`config.mk`:
```
export PLATFORM = sky130hd
export DESIGN_NAME = instruction_fetch_unit
export DESIGN_NICKNAME = d
export VERILOG_FILES = /design/src/rtl/fetch_pkg.sv /design/src/rtl/instruction_buffer.sv /design/src/rtl/instruction_fetch_unit.sv
export SDC_FILE = /design/constraint.sdc
export NUM_CORES = 1
export LEC_CHECK = 0
export ABC_AREA = 1
export BUFFER_PORTS_ARGS = -buffer_cell sky130_fd_sc_hd__buf_2
export CAP_MARGIN = 20
export CELL_PAD_IN_SITES_DETAIL_PLACEMENT = 0
export CELL_PAD_IN_SITES_GLOBAL_PLACEMENT = 2
export CORE_AREA = 2 2 199 201
export DETAILED_ROUTE_END_ITERATION = 10
export DIE_AREA = 0 0 201 203
export PLACE_DENSITY = 0.64
export SLEW_MARGIN = 20
export SYNTH_ARGS = -nofsm -noshare
export SYNTH_HDL_FRONTEND = slang
export SYNTH_SLANG_ARGS = --single-unit
```
`constraint.sdc`:
```
create_clock -name CLK -period 2.9 [get_ports CLK]
set_input_delay 0.58 -clock CLK [delete_from_list [all_inputs] [get_ports CLK]]
set_output_delay 0.58 -clock CLK [all_outputs]
set_load 0.03 [all_outputs]
```
`src/rtl/fetch_pkg.sv`:
```
// Shared types and constants for the RV32I fetch stage.
package fetch_pkg;
  localparam int INSTR_W = 32;
  localparam int ENTRY_W = 2 * INSTR_W;
  localparam logic [INSTR_W-1:0] NOP_DEFAULT = 32'h0000_0013;

  typedef enum logic [1:0] {
    S_REQ     = 2'd0,
    S_IDLE    = 2'd1,
    S_DISCARD = 2'd2
  } fetch_state_e;

  typedef struct packed {
    logic [INSTR_W-1:0] pc;
    logic [INSTR_W-1:0] instr;
  } fetch_entry_t;

  function automatic logic [INSTR_W-1:0] word_align(input logic [INSTR_W-1:0] a);
    return {a[INSTR_W-1:2], 2'b00};
  endfunction
endpackage

```
`src/rtl/instruction_buffer.sv`:
```
// Two-entry FIFO holding fetched {pc, instr} pairs; flush empties it in one cycle.
module instruction_buffer
  import fetch_pkg::*;
#(
  parameter int DATA_W = ENTRY_W
) (
  input  logic              gclk,
  input  logic              grst_n,
  input  logic              flush,
  input  logic              push,
  input  logic [DATA_W-1:0] push_data,
  input  logic              pop,
  output logic [DATA_W-1:0] head_data,
  output logic [1:0]        count,
  output logic              full,
  output logic              empty
);
  logic [DATA_W-1:0] mem_q [2];
  logic [DATA_W-1:0] mem_d [2];
  logic              rd_ptr_q, rd_ptr_d;
  logic              wr_ptr_q, wr_ptr_d;
  logic [1:0]        count_q, count_d;
  logic              do_push, do_pop;

  assign full      = (count_q == 2'd2);
  assign empty     = (count_q == 2'd0);
  assign count     = count_q;
  assign head_data = mem_q[rd_ptr_q];
  assign do_pop    = pop & ~empty;
  assign do_push   = push & (~full | do_pop);

  always_comb begin
    mem_d    = mem_q;
    rd_ptr_d = rd_ptr_q;
    wr_ptr_d = wr_ptr_q;
    count_d  = count_q;
    if (flush) begin
      rd_ptr_d = 1'b0;
      wr_ptr_d = 1'b0;
      count_d  = 2'd0;
    end else begin
      if (do_push) begin
        mem_d[wr_ptr_q] = push_data;
        wr_ptr_d        = ~wr_ptr_q;
      end
      if (do_pop) rd_ptr_d = ~rd_ptr_q;
      count_d = count_q + {1'b0, do_push} - {1'b0, do_pop};
    end
  end

  always_ff @(posedge gclk or negedge grst_n) begin
    if (!grst_n) begin
      mem_q[0] <= '0;
      mem_q[1] <= '0;
      rd_ptr_q <= 1'b0;
      wr_ptr_q <= 1'b0;
      count_q  <= 2'd0;
    end else begin
      mem_q    <= mem_d;
      rd_ptr_q <= rd_ptr_d;
      wr_ptr_q <= wr_ptr_d;
      count_q  <= count_d;
    end
  end
endmodule

```
`src/rtl/instruction_fetch_unit.sv`:
```
// RV32I fetch stage: owns the PC, drives busywait reads, buffers two words for decode
// and handles redirects, including discarding a read that is still in flight.
module instruction_fetch_unit
  import fetch_pkg::*;
#(
  parameter logic [31:0] RESET_PC  = 32'h0000_0000,
  parameter logic [31:0] NOP_INSTR = NOP_DEFAULT
) (
  input  logic        CLK,
  input  logic        RESET,
  output logic [31:0] IMEM_ADDR,
  output logic        IMEM_READ,
  input  logic        IMEM_BUSYWAIT,
  input  logic [31:0] IMEM_INSTRUCTION,
  input  logic        BRANCH_TAKEN,
  input  logic [31:0] BRANCH_TARGET,
  input  logic        ID_READY,
  output logic        ID_VALID,
  output logic [31:0] ID_INSTRUCTION,
  output logic [31:0] ID_PC
);
  fetch_state_e state_q, state_d;
  logic [31:0]  fetch_pc_q, fetch_pc_d;
  logic [31:0]  pending_pc_q, pending_pc_d;
  logic [31:0]  target;
  logic [1:0]   buf_count, count_after;
  logic         buf_full, buf_empty;
  logic         req, done, in_flight, enq, deq;
  fetch_entry_t head, push_entry;

  // Reads are suppressed while reset is held so the first request lands after release.
  always_comb begin
    req = 1'b0;
    unique case (state_q)
      S_REQ:     req = ~buf_full;
      S_IDLE:    req = 1'b0;
      S_DISCARD: req = 1'b1;
      default:   req = 1'b0;
    endcase
    req = req & RESET;
  end

  assign done        = req & ~IMEM_BUSYWAIT;
  assign in_flight   = req & IMEM_BUSYWAIT;
  assign target      = word_align(BRANCH_TARGET);
  assign enq         = (state_q == S_REQ) & done & ~BRANCH_TAKEN;
  assign deq         = ~buf_empty & ID_READY & ~BRANCH_TAKEN;
  assign count_after = buf_count + {1'b0, enq} - {1'b0, deq};
  assign push_entry  = '{pc: fetch_pc_q, instr: IMEM_INSTRUCTION};

  always_comb begin
    state_d      = state_q;
    fetch_pc_d   = fetch_pc_q;
    pending_pc_d = pending_pc_q;
    if (BRANCH_TAKEN) begin
      // An in-flight read cannot be cancelled; park the target until it completes.
      if (in_flight) begin
        pending_pc_d = target;
        state_d      = S_DISCARD;
      end else begin
        fetch_pc_d = target;
        state_d    = S_REQ;
      end
    end else begin
      unique case (state_q)
        S_REQ: begin
          if (done) fetch_pc_d = fetch_pc_q + 32'd4;
          if (count_after == 2'd2) state_d = S_IDLE;
        end
        S_IDLE: begin
          if (count_after != 2'd2) state_d = S_REQ;
        end
        S_DISCARD: begin
          if (done) begin
            fetch_pc_d = pending_pc_q;
            state_d    = S_REQ;
          end
        end
        default: state_d = S_REQ;
      endcase
    end
  end

  always_ff @(posedge CLK or negedge RESET) begin
    if (!RESET) begin
      state_q      <= S_REQ;
      fetch_pc_q   <= RESET_PC;
      pending_pc_q <= RESET_PC;
    end else begin
      state_q      <= state_d;
      fetch_pc_q   <= fetch_pc_d;
      pending_pc_q <= pending_pc_d;
    end
  end

  instruction_buffer #(
    .DATA_W(ENTRY_W)
  ) u_buf (
    .gclk      (CLK),
    .grst_n    (RESET),
    .flush     (BRANCH_TAKEN),
    .push      (enq),
    .push_data (push_entry),
    .pop       (deq),
    .head_data (head),
    .count     (buf_count),
    .full      (buf_full),
    .empty     (buf_empty)
  );

  assign IMEM_ADDR      = fetch_pc_q;
  assign IMEM_READ      = req;
  assign ID_VALID       = ~buf_empty;
  assign ID_INSTRUCTION = buf_empty ? NOP_INSTR : head.instr;
  assign ID_PC          = buf_empty ? 32'd0 : head.pc;
endmodule

```
# Word level (Yosys, flattened, before mapping)
# Index checks and enable logic that the tools add are counted.
# word_totals
word_cells,79
register_bits,196
out_inout_bits,98
input_bits,69
# classes
add_sub_neg,5
magnitude_cmp,3
reduce_logical,10
n_eq_ne,10
bitwise,18
mux,25
# op_table
operator,count
2-to-1 mux 64 bit,4
2-to-1 mux 32 bit,6
bitwise mux 128 bit,1
demux 64 bit (select 1 bit),1
case mux 32 bit (2 select lines),1
"adder 32 x 3 -> 32 bit, second input constant",1
2-to-1 mux 2 bit,6
bitwise AND 1 bit,9
"!= test 3 bit, second input constant",3
"equality test 2 bit, second input constant",3
inverter 1 bit,6
case mux 2 bit (3 select lines),1
adder 2 x 1 -> 2 bit,2
"greater-or-equal comparator 2 bit, second input constant",2
zero test 2 bit,2
2-to-1 mux 1 bit,4
"!= test 2 bit, second input constant",2
inverter 1 -> 2 bit,2
AND reduction 2 bit,2
AND reduction 4 bit,1
nonzero test 2 bit,2
subtractor 2 x 1 -> 2 bit,2
"!= test 3 x 2 -> 1 bit, second input constant",1
AND reduction 3 bit,1
other kinds (6),6

# Logic depth before layout (Yosys ltp)
# Gate-level depths: netlist (run 1).
# depth
depth_word,13
ltp_mapped,12
ltp_nobuf,12

# By module
# A second synthesis (run 1) with hierarchy kept.
# hier_totals
cells_unflattened,1556
area_unflattened_um2,11202.0
# by_module_without_submodules
module,seq_area_each_um2,area_per_inst_um2,cells_per_inst,instances
instruction_buffer,3303.2,6670.1,811,1
instruction_fetch_unit,1551.5,4531.8,745,1

# Least setup slack after synthesis (run 1)
# OpenSTA, ideal clock, no wires.
# synth_timing
kind,register to output
startpoint,"reg u_buf.count_q[1], in the netlist u_buf.count[1]"
endpoint,out ID_PC[22]
n_path_buf,1
required_time_ps,2320
slack_ps,548
arrival_time_ps,1772
stages_incl_launch_ff,6
cell_sequence,dfrtp_1 -> nor2_1 -> inv_1 -> clkbuf_1 -> o21ai_0 -> a21oi_1
# synth_via
elab_chain_cells,2
# synth_rtl
item,line,rtl
start: declaration,instruction_buffer.sv:22,"logic [1:0] count_q, count_d;"
start signal: assignment,instruction_buffer.sv:62,count_q <= count_d;
zero test 2 bit,instruction_buffer.sv:26,assign empty = (count_q == 2'd0);
2-to-1 mux 32 bit,instruction_fetch_unit.sv:115,assign ID_PC = buf_empty ? 32'd0 : head.pc;
end: declaration,instruction_fetch_unit.sv:20,output logic [31:0] ID_PC
# Every way passes these cells.

# Worst setup path in the final report (run 1)
# layout_timing
startpoint,"reg u_buf.count_q[1], in the netlist u_buf.count[1]"
endpoint,out ID_PC[19]
# Same word-level chain as after synthesis.

==> summary.txt, run 1 <==
Setup path
  • Kind of critical path: flop to output pin
  • Crit path buf inv count: 3
  • Worst Setup End Kind: output pin
  • Slowest CP cell: dfrtp_1
  • Critical Path RT: 2.32 ns
  • CP startpoint kind: flop
  • CP Data Arrival Time: 2.05 ns
  • Worst-path fanout max: 23
  • Crit-path max cell delay: 0.46 ns
  • Crit-path cells: nor2_1, inv_4, buf_12, o21ai_0, a21oi_1, buf_2
  • Family with the most delay on the worst path: buffers and inverters

Synth
  • Synth area leader: dfrtp_1
  • Top_reg_cell synth: dfrtp_1
  • Avg Synthesized Cell Area: 7.47 µm²
  • Number of flops mapped to enable cells by yosys: 0
  • Yosys reg bits: 190
  • Distinct cell type count after synthesis: 30
  • Share of the synthesized area in the top cell type: 49.6%
  • Mapped Cells: 1,284
  • Post-synthesis instance area: 9590 µm²
  • Most common cell in the netlist: nand2_1
  • Register area share after synthesis: 49.6%
  • Largest cells by area after synthesis: dfrtp_1 (50%), nand2_1 (18%), o21ai_0 (6.1%)
  • Ys Warns: 0
  • Top cells by count, synth: nand2_1 (464), dfrtp_1 (190), inv_1 (145)
  • Ys async rst share: 100%

Drt
  • Total Routed Length: 31,400 µm
  • DRT antenna net count: 0
  • DR pass1 iterations: 5
  • WL/cell: 16.1 µm
  • Post-route DRC: 0
  • Via density: 4.30
  • Vias: 8,382
  • DR iter-0 viols: 537

Status
  • Outcome: complete, no violations

STA
  • # setup viols final: 0
  • Final Hold Fails: 0
  • RSZ-0062 raised after global routing: false
  • Final hold slack: 0.237 ns
  • Max-slew violation count: 0
  • Fin crit period: 2.63 ns
  • Slew margin rel.: 36.7%
  • Crit share post-route: 90.5%
  • Final worst clock skew: 0.0144 ns
  • F_max: 381 MHz
  • Setup TNS: 0 ns
  • Worst Max-Slew Pin Slew: 0.949 ns

Clock tree
  • CTS Hold Bufs: 0
  • Clock buffer count from CTS: 17
  • Htree depth: 4
  • Clock sinks: 190
  • Clk_lat worst skew: 0.45 ns
  • Clock-pin transition on the worst setup and hold timing paths: 0.08 ns
  • Longest Clk Path Bufs: 2
  • Root Driver: clkbuf_16
  • CTS tree: done

Place
  • Final GP Congestion: 0.723
  • Port Buffers: 160
  • Dpl hpwl: 21,000 µm

Power
  • P_leak: 0.00595 µW
  • Peak supply drop: 323 µV
  • Power per cell area: 789 nW/µm²

Floorplan
  • Starting Density: 24.9%
  • Placement Rows: 72
  • I/O pins: 167
  • Chip Height: 203 µm
  • DIE AREA: 40,800 µm²
  • Die W: 201 µm
  • Core area: 38,500 µm²

GRT
  • Total track usage: 15.6%
  • Global route total overflow: 0
  • Antenna violations before repair: 0
  • Vias in the first global route: 8,261
  • Largest net degree at the start of global routing: 151
  • First-pass GRT wire length: 49,400 µm

Cells and area
  • Layout cells sized above 1: 16.6%
  • Multi-input logic area: 3920 µm²
  • Antenna diodes: 0
  • Area added between synthesis and finish: 20.5%
  • Filler cells: 4,292
  • Sequential Area: 4760 µm²
  • Layout Nets: 1,491

Run
  • Max Cap Violations: 0

Worst hold path
  • Worst Hold Class: input pin to asynchronous set/reset pin
==> worst register-to-register path, stage by stage, from the launching register on <==
cell     delay, ns
dfrtp_1       0.57
nand2_1       0.14
nor2_1        0.29
nand2_1       0.09
nor2_1        0.34
nand3_1       0.12
nand3_1       0.15
nand2_1       0.07
nand2_1       0.06
nand2_1       0.04
==> kinds of logic after synthesis <==
group | Yosys count | share of synthesized area (%)
AND/OR/NAND/NOR | 561 | 23.3
AO/OA/AOI/OAI | 283 | 14.9
buffers and inverters | 225 | 9.67
flip-flops | 190 | 49.6
XOR/XNOR | 15 | 1.37
adder cells (fa/ha/maj) | 5 | 0.652
multiplexers | 4 | 0.470
other | 1 | 0.0391
==> cell usage in the layout (no fill, tap or decap), types with 4 or more instances in the layout <==
cell / synthesis / final
inv_2: 5 / 5
ha_1: 5 / 5
buf_4: 15 / 16
nor2_1: 42 / 42
nand3_1: 37 / 36
mux2_2: 4 / 4
o21ai_0: 116 / 116
clkbuf_16: 0 / 17
buf_12: 0 / 8
clkinvlp_4: 0 / 5
nor2_4: 4 / 4
o21ai_1: 68 / 68
conb_1: 1 / 4
dfrtp_1: 190 / 189
nand2_1: 464 / 464
xor2_1: 12 / 12
buf_2: 21 / 159
inv_1: 145 / 144
nor3_1: 4 / 4
a21oi_1: 93 / 93
o211ai_1: 5 / 5
==> area by class of cell <==
class	count	share of cell area (%)
clock buffers	22	4.02
clock inverters	10	0.790
inverters	151	4.93
multi-input cells	872	33.9
flip-flops and latches	190	41.2
well taps	518	5.61
repair buffers	185	9.53
==> routing by layer <==
layer	vias to the layer above	track usage [%]	wire length (µm)	part of all wire [%]
met4	0	4.13	403	1.3
met3	20	2.86	1080	3.4
met2	156	24.1	14000	45
li1	4288	-	-	-
met1	3918	22.4	15900	51
met5	-	0	0	0
==> flip-flops by register name, summed over array words and instances (netlist names) <==
name / count
u_buf.mem_q: 124
IMEM_ADDR: 30
pending_pc_q: 30
state_q: 2
u_buf.count: 2
u_buf.rd_ptr_q: 1
u_buf.wr_ptr_q: 1
==> where the power goes <==
part           internal (µW)  switching, µW  total (µW)  leakage, µW
Combinational            867           1790        2650      0.00339
Sequential              3560            572        4130      0.00230
Clock                   1230           1100        2330     0.000258
Total                   5650           3460        9110      0.00595
==> per-stage QoR <==
step	std cells	util, %	cell area [µm²]	setup WS [ns]	power (µW)
after floorplan	1287	-	9600	0.548	5870
after detailed placement	1915	28.5	11000	0.551	6870
after global placement	1915	28.5	11000	0.555	6820
after global routing	1948	30.0	11600	0.0924	9830
after CTS	1947	30.0	11500	0.0414	9250
final	1948	30.0	11600	0.275	9110
==> worst paths after layout <==
path / depth (start not counted) / endpoint / start / slack (ns)
worst max-delay path: 6 / ID_PC[19] / u_buf.count[1] / 0.27
worst min-delay path: 2 / u_buf.mem_q[80] / RESET / 0.24
worst max register to register: 9 / IMEM_ADDR[31] / IMEM_ADDR[13] / 0.92
worst min register to register: 1 / state_q[0] / state_q[1] / 0.46
max in group asynchronous: 3 / u_buf.rd_ptr_q / RESET / 1.28
min in group CLK: 3 / u_buf.mem_q[1] / IMEM_INSTRUCTION[1] / 0.35
==> repair_timing <==
| action | 4_1_cts | 5_1_grt |
|---|---|---|
| resized for setup | 0 | 2 |
| endpoints found under the setup margin | 0 | 23 |
| buffers inserted | 0 | 1 |
Power figures use the tool's default switching activity.
==> run 2, diff against run 1 <==
--- a/config.mk
+++ b/config.mk
@@ -13,7 +13,7 @@
 export CORE_AREA = 2 2 199 201
 export DETAILED_ROUTE_END_ITERATION = 10
 export DIE_AREA = 0 0 201 203
-export PLACE_DENSITY = 0.64
+export PLACE_DENSITY_LB_ADDON = 0.1
 export SLEW_MARGIN = 20
 export SYNTH_ARGS = -nofsm -noshare
 export SYNTH_HDL_FRONTEND = slang
==> run 2 against run 1 <==
Against the previous run: total power up 2.8%; die area unchanged; combinational power down 2%; global-route usage up 0.62 points; final area up 0.18%; worst hold slack better by 0.047 ns; non-clock buffer count down 2; count of clock-buffer cells in the layout up 1; clock skew down 0.0055 ns; clock power up 12%; sequential cell count unchanged.
==> summary.txt, run 2 (same netlist as run 1, synthesis figures left out) <==
Status
  • Outcome: complete, no violations

STA
  • Crit share post-route: 93.8%
  • # setup viols final: 0
  • Worst Max-Slew Pin Slew: 0.774 ns
  • Fin crit period: 2.72 ns
  • Setup TNS: 0 ns
  • Final hold slack: 0.284 ns
  • Final Hold Fails: 0
  • RSZ-0062 raised after global routing: false
  • Slew margin rel.: 48.4%
  • Max-slew violation count: 0
  • Final worst clock skew: 0.00890 ns
  • F_max: 367 MHz

Setup path
  • Reg2reg path depth: 9
  • Reg2reg end: IMEM_ADDR[19]
  • CP Data Arrival Time: 2.14 ns
  • CP startpoint kind: flop
  • Reg2Reg Setup Slack: 0.95 ns
  • Worst setup path start: u_buf.rd_ptr_q
  • Worst Setup End Kind: output pin
  • Crit-path max cell delay: 0.85 ns
  • RR Startpoint: IMEM_ADDR[11]
  • Crit path buf inv count: 2
  • Crit-path cells: buf_12, o21ai_0, a21oi_1, buf_2
  • Critical Path End: ID_INSTRUCTION[24]
  • WP depth: 4
  • Family with the most delay on the worst path: flip-flops
  • Kind of critical path: flop to output pin
  • Slowest CP cell: dfrtp_4
  • Worst-path fanout max: 60
  • Critical Path RT: 2.32 ns

Place
  • Placed cell area: 10,900 µm²
  • Final GP Congestion: 0.717
  • Dpl hpwl: 21,600 µm
  • Port Buffers: 160

GRT
  • Global route total overflow: 0
  • First-pass GRT wire length: 50,900 µm
  • Largest net degree at the start of global routing: 100
  • Total track usage: 16.2%
  • Vias in the first global route: 8,311
  • Antenna violations before repair: 0

Floorplan
  • Die W: 201 µm
  • Placement Rows: 72
  • Core area: 38,500 µm²
  • Starting Density: 24.9%
  • I/O pins: 167
  • DIE AREA: 40,800 µm²
  • Chip Height: 203 µm

Clock tree
  • Htree depth: 4
  • Longest Clk Path Bufs: 2
  • Post-CTS setup repair buffer count: 0
  • CTS tree: done
  • Clock sinks: 190
  • Clock buffer count from CTS: 17
  • Clk_lat worst skew: 0.45 ns
  • Clock-pin transition on the worst setup and hold timing paths: 0.07 ns
  • CTS Hold Bufs: 0
  • Root Driver: clkbuf_16
  • Post-cts sizing count: 0

Drt
  • Via density: 4.27
  • Met2 WL: 14,600 µm
  • DR iter-0 viols: 514
  • DRT antenna net count: 0
  • DR pass1 iterations: 5
  • WL/cell: 16.6 µm
  • WL met1: 16,200 µm
  • Post-route DRC: 0
  • WL met3: 946 µm
  • Vias: 8,318
  • Total Routed Length: 32,200 µm
  • DR top layer: met4

Power
  • P_leak: 0.00597 µW
  • Combinational share of power: 27.6%
  • Seq pwr share: 44.5%
  • P_int: 5920 µW
  • Power per cell area: 810 nW/µm²
  • Switching power: 3450 µW
  • Peak supply drop: 389 µV
  • Clock Power Share: 27.8%
  • Sw Share: 36.8%

Cells and area
  • Area added between synthesis and finish: 20.7%
  • Biggest register: u_buf.mem_q
  • Design area: 11,600 µm²
  • Highest-count cells in the layout ignoring fill and taps: nand2_1 (464), dfrtp_1 (189), buf_2 (159)
  • Leading cell type in the layout, fill and taps excluded: nand2_1
  • Max reg flops: 124
  • Layout Nets: 1,489
  • Layout cells sized above 1: 16.5%
  • Antenna diodes: 0

Run
  • Max Cap Violations: 0

Worst hold path
  • Worst Hold Class: input pin to asynchronous set/reset pin
-- run 2: power by group through the flow --
stage | Sequential (µW) | Clock [µW] | Combinational (µW)
3_5_place_dp | 4240 | 0 | 2630
2_1_floorplan | 4190 | 0 | 1680
5_1_grt | 4310 | 2810 | 2980
6_report | 4170 | 2610 | 2590
4_1_cts | 4190 | 2740 | 2650
3_3_place_gp | 4230 | 0 | 2610
-- run 2: per-stage QoR --
stage	utilization [%]	instances	setup slack, ns	total power, µW
5_1_grt	30.1	1946	0.00846	10100
4_1_cts	30.1	1946	0.104	9570
3_3_place_gp	28.4	1914	0.597	6840
6_report	30.1	1946	0.179	9370
3_5_place_dp	28.4	1914	0.605	6880
2_1_floorplan	-	1287	0.548	5870
-- run 2: layout make-up --
type | instances | area [µm²]
tap | 518 | 648
clock inverter | 9 | 158
clock buffer | 23 | 478
timing repair buffer | 183 | 1040
multi-input combinational | 872 | 3920
fill | 4281 | 26900
inverter | 151 | 567
sequential | 190 | 4760
-- run 2: worst min path at each step --
stage / slack, ns / start / end
after floorplan: 0.28 / RESET / IMEM_ADDR[10]
after CTS: 0.28 / RESET / u_buf.mem_q[107]
after detailed placement: 0.45 / state_q[1] / state_q[0]
final: 0.28 / RESET / IMEM_ADDR[14]
after global routing: 0.31 / RESET / IMEM_ADDR[14]
after global placement: 0.45 / u_buf.mem_q[85] / u_buf.mem_q[85]
-- run 2: metal layers --
metal  track usage (%)  vias up
met5                 0        -
li1                  -     4276
met3              2.63       26
met1              23.2     3868
met4              4.55        0
met2              25.3      148
==> run 3, diff against run 2 <==
--- a/config.mk
+++ b/config.mk
@@ -8,12 +8,10 @@
 export ABC_AREA = 1
 export BUFFER_PORTS_ARGS = -buffer_cell sky130_fd_sc_hd__buf_2
 export CAP_MARGIN = 20
-export CELL_PAD_IN_SITES_DETAIL_PLACEMENT = 0
-export CELL_PAD_IN_SITES_GLOBAL_PLACEMENT = 2
 export CORE_AREA = 2 2 199 201
 export DETAILED_ROUTE_END_ITERATION = 10
 export DIE_AREA = 0 0 201 203
-export PLACE_DENSITY_LB_ADDON = 0.1
+export GPL_TIMING_DRIVEN = 0
 export SLEW_MARGIN = 20
 export SYNTH_ARGS = -nofsm -noshare
 export SYNTH_HDL_FRONTEND = slang
==> run 3 against run 2 <==
Against the previous run: die area unchanged; cell count up 2.7%; wire length down 0.14%; first-iteration DRC count up 20%; count of clock-buffer cells in the layout down 6; sequential share of layout area down 0.83 points; setup slack worse by 0.11 ns; clock skew up 0.0088 ns; total power up 0.14%; largest cell class unchanged; largest power group unchanged.
==> summary.txt, run 3 (same netlist as run 1, synthesis figures left out) <==
Status
  • Outcome: complete, no violations

Setup path
  • Slowest CP cell: dfrtp_1
  • Reg2reg end: u_buf.mem_q[75]
  • RR Startpoint: u_buf.count[1]
  • Reg2reg path depth: 9
  • Critical Path RT: 2.32 ns
  • Crit-path cells: clkbuf_2, clkbuf_2, a21oi_1, buf_2
  • Family with the most delay on the worst path: buffers and inverters
  • CP most frequent cell: clkbuf_2
  • Crit path buf inv count: 3
  • Kind of critical path: flop to output pin
  • CP startpoint kind: flop
  • Reg2Reg Setup Slack: 0.94 ns
  • Worst-path fanout max: 10
  • Crit-path max cell delay: 0.54 ns
  • CP Data Arrival Time: 2.25 ns
  • Worst Setup End Kind: output pin

Floorplan
  • Core area: 38,500 µm²
  • I/O pins: 167
  • DIE AREA: 40,800 µm²
  • Placement Rows: 72
  • Chip Height: 203 µm
  • Die W: 201 µm
  • Starting Density: 24.9%

STA
  • Setup TNS: 0 ns
  • Fin crit period: 2.83 ns
  • Final hold slack: 0.117 ns
  • Slew margin rel.: 52.2%
  • Worst Max-Slew Pin Slew: 0.717 ns
  • Final Hold Fails: 0
  • F_max: 353 MHz
  • # setup viols final: 0
  • Max-slew violation count: 0
  • Final worst clock skew: 0.0177 ns
  • Crit share post-route: 97.7%
  • Final WS setup: 0.0673 ns
  • RSZ-0062 raised after global routing: true

Clock tree
  • Clock-pin transition on the worst setup and hold timing paths: 0.08 ns
  • Post-CTS setup repair buffer count: 0
  • Htree depth: 4
  • Root Driver: clkbuf_16
  • Longest Clk Path Bufs: 2
  • Clock buffer count from CTS: 17
  • Clock sinks: 190
  • Clk_lat worst skew: 0.46 ns
  • CTS tree: done

Drt
  • Vias: 8,883
  • Total Routed Length: 32,200 µm
  • WL/cell: 16.1 µm
  • DR iter-0 viols: 616
  • Via density: 4.44
  • Post-route DRC: 0
  • DRT antenna net count: 0
  • DR pass1 iterations: 5

Cells and area
  • Leading cell type in the layout, fill and taps excluded: nand2_1
  • Layout Nets: 1,542
  • Max reg flops: 124
  • Highest-count cells in the layout ignoring fill and taps: nand2_1 (464), dfrtp_1 (190), buf_2 (179)
  • Layout cells sized above 1: 17.9%
  • Non-filler cells, final: 1,999
  • Antenna diodes: 0
  • Biggest register: u_buf.mem_q
  • Area added between synthesis and finish: 23.1%

Place
  • Final GP Congestion: 0.835
  • Dpl hpwl: 24,100 µm
  • Pre-CTS setup slack: -0.365 ns
  • Dpl cells: 1,966
  • Port Buffers: 159

GRT
  • Vias in the first global route: 8,547
  • Total track usage: 15.9%
  • Antenna violations before repair: 0
  • First-pass GRT wire length: 49,900 µm
  • Global route total overflow: 0
  • Largest net degree at the start of global routing: 94

Power
  • Power per cell area: 795 nW/µm²
  • Final total power: 9380 µW
  • P_leak: 0.00612 µW
  • Peak supply drop: 354 µV

Run
  • Max Cap Violations: 0

Worst hold path
  • Worst Hold Class: input pin to asynchronous set/reset pin
[run 3: changes by cell type in the layout (fill, tap and decap cells not counted), sizes merged]
cell	previous run	this run
clkbuf	24	52
buf	182	200
inv	150	158
bufinv	4	1
clkinv	4	6
clkinvlp	2	1
dlygate4sd3	0	1
[run 3: area by class of cell]
type                    instances  area, µm²
well taps                     518        648
clock inverters                15        211
multi-input cells             872       3930
clock buffers                  17        425
flip-flops and latches        190       4750
repair buffers                163        896
inverters                     151        567
plain buffers                  73        370
fillers                      4229      26700
[run 3: how the worst max path moves through the flow]
stage / from / to / slack (ns) / depth (start not counted)
2_1_floorplan: u_buf.count[1] / ID_PC[22] / 0.55 / 5
3_3_place_gp: RESET / u_buf.mem_q[94] / -2.80 / 11
3_5_place_dp: RESET / u_buf.mem_q[89] / -0.37 / 13
4_1_cts: u_buf.rd_ptr_q / ID_PC[21] / 0.005 / 4
5_1_grt: u_buf.rd_ptr_q / ID_PC[16] / -0.03 / 4
6_report: u_buf.rd_ptr_q / ID_PC[16] / 0.07 / 4
[run 3: metal layers]
| layer | part of all wire [%] | wire length [µm] | track usage [%] |
|---|---|---|---|
| met4 | 1.5 | 467 | 4.15 |
| met1 | 46 | 14700 | 21.4 |
| met2 | 47 | 15300 | 26.0 |
| met5 | 0 | 0 | 0 |
| met3 | 5.3 | 1720 | 3.19 |
[run 3: through the flow]
step	area, µm²	util [%]
global route	11800	30.7
CTS	11800	30.6
finish	11800	30.7
detailed placement	11100	28.9
floorplan	9600	-
global placement	11000	28.7
[run 3: power by group]
| group | total [µW] | internal, µW | switching, µW |
|---|---|---|---|
| clock | 2530 | 1270 | 1260 |
| sequential | 4140 | 3560 | 578 |
| combinational | 2710 | 859 | 1850 |
| total | 9380 | 5690 | 3700 |
[run 3: timing repair]
item | 4_1_cts | 5_1_grt
endpoints found under the hold margin | 12 | 0
hold buffers | 1 | 0
endpoints found under the setup margin | 61 | 44
gates cloned | 0 | 1
resized for setup | 11 | 7
